==> src/rtl/layer_sequencer.sv <==
// Layer scheduler for the CNN engines: soft-resets, enables and waits on each
// engine in turn, flipping the SRAM ping-pong direction between layers.
module layer_sequencer #(
  parameter int unsigned NUM_LAYER = 3,
  parameter int unsigned TMO_W     = 16,
  parameter int unsigned GAP_CYC   = 2
) (
  input  logic                 clk,
  input  logic                 rst,
  input  logic                 start,
  input  logic                 abort,
  input  logic [TMO_W-1:0]     tmo_limit,
  input  logic [NUM_LAYER-1:0] layer_valid,
  output logic [NUM_LAYER-1:0] layer_enable,
  output logic [NUM_LAYER-1:0] layer_rst_n,
  output logic                 sram_sel,
  output logic [1:0]           cur_layer,
  output logic                 busy,
  output logic                 done,
  output logic                 error
);

  localparam logic [1:0]       LAST_LAYER = 2'(NUM_LAYER - 1);
  localparam logic [2:0]       GAP_LOAD   = 3'(GAP_CYC - 1);
  localparam logic [TMO_W-1:0] WD_MAX     = '1;

  typedef enum logic [2:0] {
    S_IDLE, S_PREP, S_RUN, S_SWAP, S_GAP, S_DONE, S_ERR
  } state_e;

  state_e               state_q;
  logic [NUM_LAYER-1:0] enable_q;
  logic [NUM_LAYER-1:0] rst_n_q;
  logic                 sel_q;
  logic [1:0]           cur_q;
  logic                 busy_q;
  logic                 done_q;
  logic                 err_q;
  logic [TMO_W-1:0]     wd_q;
  logic [2:0]           gap_q;

  logic [NUM_LAYER-1:0] cur_oh;
  logic                 valid_cur;
  logic                 tmo_hit;

  // Only the valid of the engine in progress matters; others may be stale.
  assign cur_oh    = NUM_LAYER'(1) << cur_q;
  assign valid_cur = |(layer_valid & cur_oh);
  assign tmo_hit   = (tmo_limit != '0) && (wd_q == tmo_limit - TMO_W'(1));

  always_ff @(posedge clk or posedge rst) begin
    if (rst) begin
      state_q  <= S_IDLE;
      enable_q <= '0;
      rst_n_q  <= '1;
      sel_q    <= 1'b0;
      cur_q    <= 2'd0;
      busy_q   <= 1'b0;
      done_q   <= 1'b0;
      err_q    <= 1'b0;
      wd_q     <= '0;
      gap_q    <= 3'd0;
    end else if (abort && (state_q != S_IDLE)) begin
      // Debug context (sram_sel, cur_layer, error) is deliberately kept.
      state_q  <= S_IDLE;
      enable_q <= '0;
      rst_n_q  <= '1;
      busy_q   <= 1'b0;
      done_q   <= 1'b0;
    end else begin
      done_q <= 1'b0;
      unique case (state_q)
        S_IDLE: begin
          if (start && !abort) begin
            state_q <= S_PREP;
            cur_q   <= 2'd0;
            sel_q   <= 1'b0;
            err_q   <= 1'b0;
            busy_q  <= 1'b1;
            rst_n_q <= ~(NUM_LAYER'(1));
          end
        end
        S_PREP: begin
          state_q  <= S_RUN;
          rst_n_q  <= '1;
          enable_q <= cur_oh;
          wd_q     <= '0;
        end
        S_RUN: begin
          if (valid_cur) begin
            state_q  <= S_SWAP;
            enable_q <= '0;
            sel_q    <= ~sel_q;
          end else if (tmo_hit) begin
            state_q  <= S_ERR;
            enable_q <= '0;
            rst_n_q  <= ~cur_oh;
            busy_q   <= 1'b0;
            err_q    <= 1'b1;
          end else if (wd_q != WD_MAX) begin
            wd_q <= wd_q + TMO_W'(1);
          end
        end
        S_SWAP: begin
          if (cur_q == LAST_LAYER) begin
            state_q <= S_DONE;
            done_q  <= 1'b1;
            busy_q  <= 1'b0;
          end else begin
            state_q <= S_GAP;
            cur_q   <= cur_q + 2'd1;
            gap_q   <= GAP_LOAD;
          end
        end
        S_GAP: begin
          if (gap_q == 3'd0) begin
            state_q <= S_PREP;
            rst_n_q <= ~cur_oh;
          end else begin
            gap_q <= gap_q - 3'd1;
          end
        end
        S_DONE: state_q <= S_IDLE;
        S_ERR: begin
          state_q <= S_IDLE;
          rst_n_q <= '1;
        end
        default: state_q <= S_IDLE;
      endcase
    end
  end

  assign layer_enable = enable_q;
  assign layer_rst_n  = rst_n_q;
  assign sram_sel     = sel_q;
  assign cur_layer    = cur_q;
  assign busy         = busy_q;
  assign done         = done_q;
  assign error        = err_q;

endmodule

==> config.mk <==
export PLATFORM = sky130hd
export DESIGN_NAME = layer_sequencer
export DESIGN_NICKNAME = d
export VERILOG_FILES = /design/src/rtl/layer_sequencer.sv
export SDC_FILE = /design/constraint.sdc
export NUM_CORES = 1
export LEC_CHECK = 0
export CAP_MARGIN = 10
export CORE_MARGIN = 1
export CORE_UTILIZATION = 53
export CTS_CLUSTER_SIZE = 24
export DETAILED_ROUTE_END_ITERATION = 6
export PLACE_DENSITY_LB_ADDON = 0.1
export SLEW_MARGIN = 15
export SYNTH_ARGS = -nofsm -noshare
export SYNTH_HDL_FRONTEND = slang
export SYNTH_SLANG_ARGS = --single-unit
==> constraint.sdc <==
create_clock -name clk -period 6.1 [get_ports clk]
set_input_delay 0.915 -clock clk [delete_from_list [all_inputs] [get_ports clk]]
set_output_delay 0.915 -clock clk [all_outputs]
set_load 0.02 [all_outputs]
# Word-level counts from Yosys, hierarchy flattened

Index checks and enable logic that the tools add are counted.

Flip-flop bits (word level): 34
Input bits: 23
Output and inout port bits: 12
Word-level logic and storage cells: 109

Add/subtract/negate cells: 4
Equality and inequality tests: 22
Shift-type cells: 1
Mux-type cells: 42
Bitwise logic cells: 4
Reductions and logical operators: 26

Operators by type and width:

| cell                    | count |
|---|---|
| $mux W16                | 3 |
| $mux W3                 | 15 |
| $pmux W16 S2            | 1 |
| $reduce_and A5 Y1       | 4 |
| $add A16 B1 Y16 const B | 1 |
| $eq A16 B16 Y1          | 1 |
| $ne A16 B16 Y1 const B  | 1 |
| $ne A2 B2 Y1 const B    | 8 |
| $reduce_bool A16 Y1     | 1 |
| $sub A16 B1 Y16 const B | 1 |
| $ne A3 B3 Y1 const B    | 5 |
| $pmux W3 S5             | 1 |
| $mux W1                 | 13 |
| $pmux W3 S2             | 2 |
| $pmux W3 S4             | 1 |
| $reduce_and A4 Y1       | 3 |
| $reduce_bool A2 Y1      | 4 |
| $eq A3 B2 Y1 const B    | 2 |
| $eq A3 B3 Y1 const B    | 2 |
| $logic_not A3 Y1        | 2 |
| $reduce_bool A3 Y1      | 2 |
| $reduce_bool A5 Y1      | 1 |
| $mux W2                 | 2 |
| $ne A4 B4 Y1 const B    | 1 |
| other kinds (18)        | 22 |

# Logic depth before layout (Yosys ltp)

Gate-level depths: netlist of run 1.

Word-level depth: 7
Gate-level depth with buffers: 12
Gate-level depth less buffers: 11

# Worst setup path after synthesis of run 1

No wires, ideal clock.

Path type: input-to-reg
Start: input tmo_limit[0]
End: register rst_n_q[0] (netlist: layer_rst_n[0])
Setup time: 0.082 ns
Arrival time: 3.224 ns
Required time: 6.018 ns
Setup slack: 2.794 ns
Stages: 11
Path buffers: 1
Cell sequence: inv_1 > ha_1 > or3b_2 > or3_1 > o31ai_1 > and4_1 > and3b_1 > buf_6 > nand2_4 > a21o_1 > a211o_1

Word-level cells in the longest chain between the ends: 5
Elaborated cells between the ends (all ways): 6
Classes of those cells: add/sub: 1; eq/ne: 2; reduce/logical: 3

Ends and longest elaborated chain:

| element                       | line | RTL |
|---|---|---|
| start, declared               | 12   | `input logic [TMO_W-1:0] tmo_limit,` |
| $sub A16 B1 Y16               | 49   | `assign tmo_hit = (tmo_limit != '0) && (wd_q == tmo_limit - TMO_W'(1));` |
| $eq A16 B16 Y1                | 49   |  |
| $logic_and A1 B1 Y1 *         | 49   |  |
| $ne A3 B3 Y1 (no line) *      | -    |  |
| $reduce_and A5 Y1 (no line) * | -    |  |
| end signal, assigned          | 80   | `rst_n_q <= ~(NUM_LAYER'(1));` |
| end signal, assigned          | 97   | `rst_n_q <= ~cur_oh;` |
| end signal, assigned          | 118  | `rst_n_q <= ~cur_oh;` |
| end, declared                 | 33   | `logic [NUM_LAYER-1:0] rst_n_q;` |

Every way passes the cells marked *; elsewhere a longest branch is shown, timed or not.
A chain may end at the register's enable or synchronous reset.

# Worst setup path after layout of run 1

Same ends and word-level chain as after synthesis.

==> out/summary.txt, run 1 <==
Outcome - complete, but fails checks
Failing checks - DRC
Crit. End Element - register
CTS sink count - 34
Hold Path Class - reg2reg
Synth Flop Type - dfrtp_1
Number of synthesized flops with an enable pin - 0
Cell count after synthesis - 300
Power Dens Cells - 295 nW/um^2
Iter 0 DRT Violations - 106
WL/cell - 14.9 um
Yosys cell types - 52
Max Cap Violations - 0
Area delta synth->final - 18.6%
#FFs+latches synth - 34
Pre-Repair DR Iteration Count - 7
Max Clk Rate - 0.262 GHz
Row cnt - 24
Setup ws final - 2280 ps
Slew Limit Fails - 0
Kind of critical path - in2reg
Chip width - 70.6 um
PortBufs - 34
Worst-path clk slew - 60 ps
Net count after synthesis - 330
Post-place setup slack - 2010 ps
Die height - 70.6 um
Critical Path Start Type - primary input
DRC viols - 4
H-Tree Depth - 2
Top Ports - 35
GPL Wtd Cong - 0.967
Global-route usage over all layers - 24.6%
Die Area - 4990 um^2
Core Region - 4440 um^2
LEAKAGE - 1.25 nW
Cell Chain, Critical Path - clkdlybuf4s50_1 -> inv_1 -> ha_1 -> or3b_2 -> or3_1 -> o31ai_1 -> and4_1 -> and3b_1 -> nand2_4 -> a21o_1 -> a211o_1
Most numerous cell in the Yosys netlist - dfrtp_1
Sequential area share after synthesis - 34.3%
Post-Route WL - 5.76 mm
Post-CTS sizing - 0
Worst endpoint data arrival time - 4030 ps
Final hold vios - 0
Root Buffer - clkbuf_8
Largest buffer count on any clock path - 2
DP HPWL - 4.22 mm
Post-Syn Area - 2490 um^2
Final Cycle Share - 62.6%
Worst Tran Pin Value - 610 ps
Largest stage delay, worst path - 490 ps
Post-synth top area cell - dfrtp_1
Setup Total Neg Slack - 0 ps
Synth warn - 0
Diode count - 0
Inserted Clock Buffers - 5
Post-synth top cells - dfrtp_1, nor2_1, nand2_1
Cts hold-fix bufs - 0
Post-Route Skew - 5.40 ps
Largest net degree at the start of global routing - 35
Fraction of registers with async set/reset - 100%
Initial Util - 56.1%
Final setup fails - 0
Vias in the first global route - 2198
Unrepaired setup endpoints after global routing - no
Share of the synthesized area in the top cell type - 31.1%
Slew HR - 59.3%
Critical-path maximum fanout - 8
Syn Area/Cell - 8.32 um^2
Flop2flop setup slack - 3550 ps
Layout Nets - 362
Clk_lat worst skew - 280 ps
Post-route ant nets - 0
Largest cells by area after synthesis - dfrtp_1, xnor2_1, nor2_1
Maximum VDD drop - 221 uV
Gr ovfl total - 0
Min Tclk post-route - 3820 ps
CP max stage cell - or3b_2
First-pass GRT wire length - 9.69 mm
Share of cells above drive strength 1 - 6.91%
Crit path required time - 6310 ps
DR vias/cell - 5.96
Routed vias - 2293
CTS tree - built
Initial antenna violation count - 0
Filler Cells Inserted - 389
Post-CTS Setup Inserts - 0
layout make-up:
cell class,instances,area (um^2),area share [%]
Multi-Input combinational cell,240,1540,51.9
Sequential cell,34,855,28.9
Timing Repair Buffer,36,355,12.0
Clock buffer,7,86.3,2.92
Tap cell,52,65.1,2.20
Inverter,15,56.3,1.90
Clock inverter,1,5.00,0.169
report_power, final:
| part | switching (W) | internal [W] |
|---|---|---|
| sequential | 0.0000551 | 0.000267 |
| clock | 0.0000783 | 0.0000910 |
| combinational | 0.000217 | 0.000164 |
| total | 0.000350 | 0.000522 |
cells in the final DEF (no fill, tap or decap), types with 4 or more instances in the layout:
| cell | netlist | routed |
|---|---|---|
| and3_1 | 5 | 5 |
| dfrtp_1 | 31 | 31 |
| nor2_1 | 29 | 29 |
| ha_1 | 7 | 7 |
| xnor2_1 | 20 | 20 |
| o211ai_1 | 4 | 4 |
| nand3_1 | 15 | 15 |
| nand2b_1 | 9 | 9 |
| or4_1 | 5 | 5 |
| a21oi_1 | 18 | 18 |
| nor3_1 | 14 | 14 |
| mux2i_1 | 6 | 6 |
| a22o_1 | 4 | 4 |
| nand4_1 | 7 | 7 |
| xor2_1 | 8 | 8 |
| o21ai_0 | 16 | 16 |
| clkdlybuf4s50_1 | 0 | 34 |
| nand2_1 | 27 | 27 |
| inv_1 | 15 | 15 |
| clkbuf_8 | 0 | 6 |
| nor4_1 | 4 | 4 |
cells by family after synthesis:
logic type | synth area share, %
flip-flops | 34.3
XOR/XNOR | 9.83
buffers and inverters | 4.21
AND/OR/NAND/NOR | 29.6
AO/OA/AOI/OAI | 15.2
multiplexers | 3.31
adder cells (fa/ha/maj) | 3.51
worst max-delay path: cells and delay by family:
kind / cells / cell delay [ps]
and+or+nand+nor: 5 / 1610
AOI/OAI and AO/OA: 3 / 670
adders and majority gates: 1 / 190
buffers and inverters: 2 / 640
through the flow:
step | std cells | hold WS [ps] | area [um^2] | total power [W] | util (%)
2_1_floorplan | 300 | 461 | 2490 | 0.000581 | -
3_3_place_gp | 377 | 488 | 2870 | 0.000701 | 64.5
3_5_place_dp | 377 | 493 | 2870 | 0.000704 | 64.5
4_1_cts | 385 | 510 | 2960 | 0.000879 | 66.6
5_1_grt | 385 | 523 | 2960 | 0.000939 | 66.6
6_report | 385 | 506 | 2960 | 0.000873 | 66.6
flip-flops by register name (all words and copies together) (netlist names), 2 cells and up:
signal and flops:
state_q 3, cur_layer 2, wd_q 16, layer_rst_n 3, gap_q 3, layer_enable 3
final timing paths:
| kind | from | to | cells past startpoint |
|---|---|---|---|
| hold reg to reg | layer_enable[2] | layer_enable[2] | 1 |
| min in group asynchronous | rst | gap_q[2] | 3 |
| setup reg to reg | cur_layer[0] | wd_q[11] | 9 |
| max in group asynchronous | rst | layer_rst_n[2] | 3 |
| hold / removal | layer_enable[2] | layer_enable[2] | 1 |
| setup / recovery | tmo_limit[0] | layer_rst_n[0] | 11 |
per-layer routing:
metal / global-route usage, % / vias up / part of all wire [%]
li1: - / 1138 / -
met1: 29.2 / 1072 / 44
met2: 44.2 / 74 / 50
met3: 3.42 / 9 / 4.8
met4: 11.3 / 0 / 1.8
met5: 0 / - / 0
Power figures use the tool's default switching activity.
==> run 2: changes to the inputs <==
==> constraint.sdc (replaced) <==
create_clock -name clk -period 3.7 [get_ports clk]
set_input_delay 0.555 -clock clk [delete_from_list [all_inputs] [get_ports clk]]
set_output_delay 0.555 -clock clk [all_outputs]
set_load 0.02 [all_outputs]
==> run 2 against run 1 <==
Against the previous run: the flow still finishes with violations (DRC); clock power increased by 67%; clock skew increased by 1.5 ps; sequential share of layout area decreased by 0.36 points; critical path depth unchanged; final cell count increased by 1.3%; die area unchanged; sequential power increased by 65%; wire length increased by 3.7%; register-to-register slack got worse by 2600 ps; critical path type unchanged; highest routed layer unchanged.
==> out/summary.txt, run 2 (same netlist as run 1, synthesis figures left out) <==
Top Ports - 35
Worst-case reg-to-reg path depth - 9
Max reg flops - 16
Critical-path maximum fanout - 9
Cts hold-fix bufs - 0
WL/cell - 15.3 um
Post-route ant nets - 0
DR vias/cell - 6.03
DP HPWL - 4.37 mm
Layout Cells excl Fill - 390
CP startpoint - tmo_limit[1]
Largest stage delay, worst path - 490 ps
Share of cells above drive strength 1 - 8.28%
Failing checks - DRC
Final hold vios - 0
Die Area - 4990 um^2
Min-Delay Endpoint - layer_enable[2]
Cells after DPL - 382
Final setup fails - 0
Crit. End Element - register
Power Dens Cells - 490 nW/um^2
Fin Hold WS - 497 ps
Unrepaired setup endpoints after global routing - no
Worst Hold Depth - 1
Largest net degree at the start of global routing - 35
Final Cycle Share - 89.4%
Max Cap Violations - 0
FF+latch area - 855 um^2
Worst-path clk slew - 70 ps
Clk_lat worst skew - 290 ps
Largest buffer count on any clock path - 2
HP Start - layer_enable[2]
Post-CTS sizing - 0
CP max stage cell - or3b_2
Gr ovfl total - 0
Logic pwr share - 44.5%
Filler Cells Inserted - 393
Flop2flop setup slack - 980 ps
Layout Nets - 367
Worst Tran Pin Value - 550 ps
Global-route usage over all layers - 25.6%
Max Clk Rate - 0.302 GHz
Crit path required time - 3870 ps
Inserted Clock Buffers - 5
Chip width - 70.6 um
Vias in the first global route - 2241
Iter 0 DRT Violations - 120
Slew HR - 63.3%
Area delta synth->final - 20.1%
Initial Util - 56.1%
GPL Wtd Cong - 0.873
Sw frac - 40.3%
Routed vias - 2351
Min Tclk post-route - 3310 ps
Sequential share of power - 36.2%
Multi-input logic area - 1540 um^2
Setup ws final - 391 ps
Clk pwr share - 19.2%
Post-place setup slack - 118 ps
Setup Total Neg Slack - 0 ps
Initial antenna violation count - 0
First-pass GRT wire length - 10.1 mm
Slew Limit Fails - 0
CTS sink count - 34
Reg2reg start - cur_layer[0]
DRC viols - 4
Post-CTS Setup Inserts - 0
Post-Route WL - 5.97 mm
Die height - 70.6 um
Kind of critical path - in2reg
PortBufs - 34
Worst endpoint data arrival time - 3480 ps
LEAKAGE - 1.27 nW
Core Region - 4440 um^2
Hold Path Class - reg2reg
Maximum VDD drop - 390 uV
Pwr Total - 0.00147 W
Pre-Repair DR Iteration Count - 6
Reg2Reg Capture Point - wd_q[11]
Critical Path Start Type - primary input
Row cnt - 24
H-Tree Depth - 2
Outcome - complete, but fails checks
Cell Chain, Critical Path - clkdlybuf4s50_1 -> inv_1 -> ha_1 -> or3b_2 -> nor3_1 -> nand3_1 -> xnor2_1 -> a21oi_1 -> and3b_1 -> o21ai_2 -> mux2_2
Root Buffer - clkbuf_8
Power Internal - 0.000875 W
CTS tree - built
Sw Pwr - 0.000591 W
Most frequent cells in the layout - clkdlybuf4s50_1, dfrtp_1, nor2_1, nand2_1, xnor2_1
Post-Route Skew - 6.88 ps
Most common cell after layout, fill and taps aside - clkdlybuf4s50_1
Diode count - 0
Register bank with the most flops - wd_q
## run 2: changes by cell type in the layout (fill, tap and decap cells not counted)
cell   previous run  this run
buf_4             2         7
## run 2: per-layer routing
metal	GRT usage (%)	wire (um)	vias to the layer above
li1	-	-	1142
met1	30.7	2490	1114
met5	0	0	-
met2	44.8	2990	79
met3	3.70	316	16
met4	13.6	170	0
## run 2: power by group through the flow
stage	sequential [W]	combinational (W)	clock, W
floorplan	0.000530	0.000427	0
finish	0.000532	0.000653	0.000282
CTS	0.000531	0.000652	0.000289
detailed placement	0.000536	0.000649	0
global route	0.000545	0.000717	0.000304
global placement	0.000534	0.000639	0
## run 2: through the flow
stage	instance area, um^2	utilization (%)
finish	3000	67.4
global route	3000	67.4
CTS	3000	67.4
detailed placement	2900	65.3
global placement	2900	65.3
floorplan	2490	-
## run 2: cell type report
| type | instances | share of cell area [%] |
|---|---|---|
| Multi-Input combinational cell | 240 | 51.3 |
| Sequential cell | 34 | 28.5 |
| Timing Repair Buffer | 41 | 13.1 |
| Clock buffer | 7 | 2.88 |
| Tap cell | 52 | 2.17 |
| Inverter | 15 | 1.88 |
| Clock inverter | 1 | 0.167 |
## run 2: worst max path at each step
stage | slack [ps] | end | cells past startpoint
finish | 390 | wd_q[0] | 11
global route | 120 | wd_q[14] | 13
CTS | 400 | wd_q[0] | 11
detailed placement | 120 | wd_q[14] | 13
global placement | 190 | wd_q[0] | 11
floorplan | 750 | layer_rst_n[0] | 11
## run 2: critical path, delay by kind of cell
kind                     cells  cell delay [ps]
multiplexers                 1              380
adder cells (fa/ha/maj)      1              190
XOR/XNOR                     1              170
AO/OA/AOI/OAI                2              420
AND/OR/NAND/NOR              4             1210
buffers and inverters        2              560
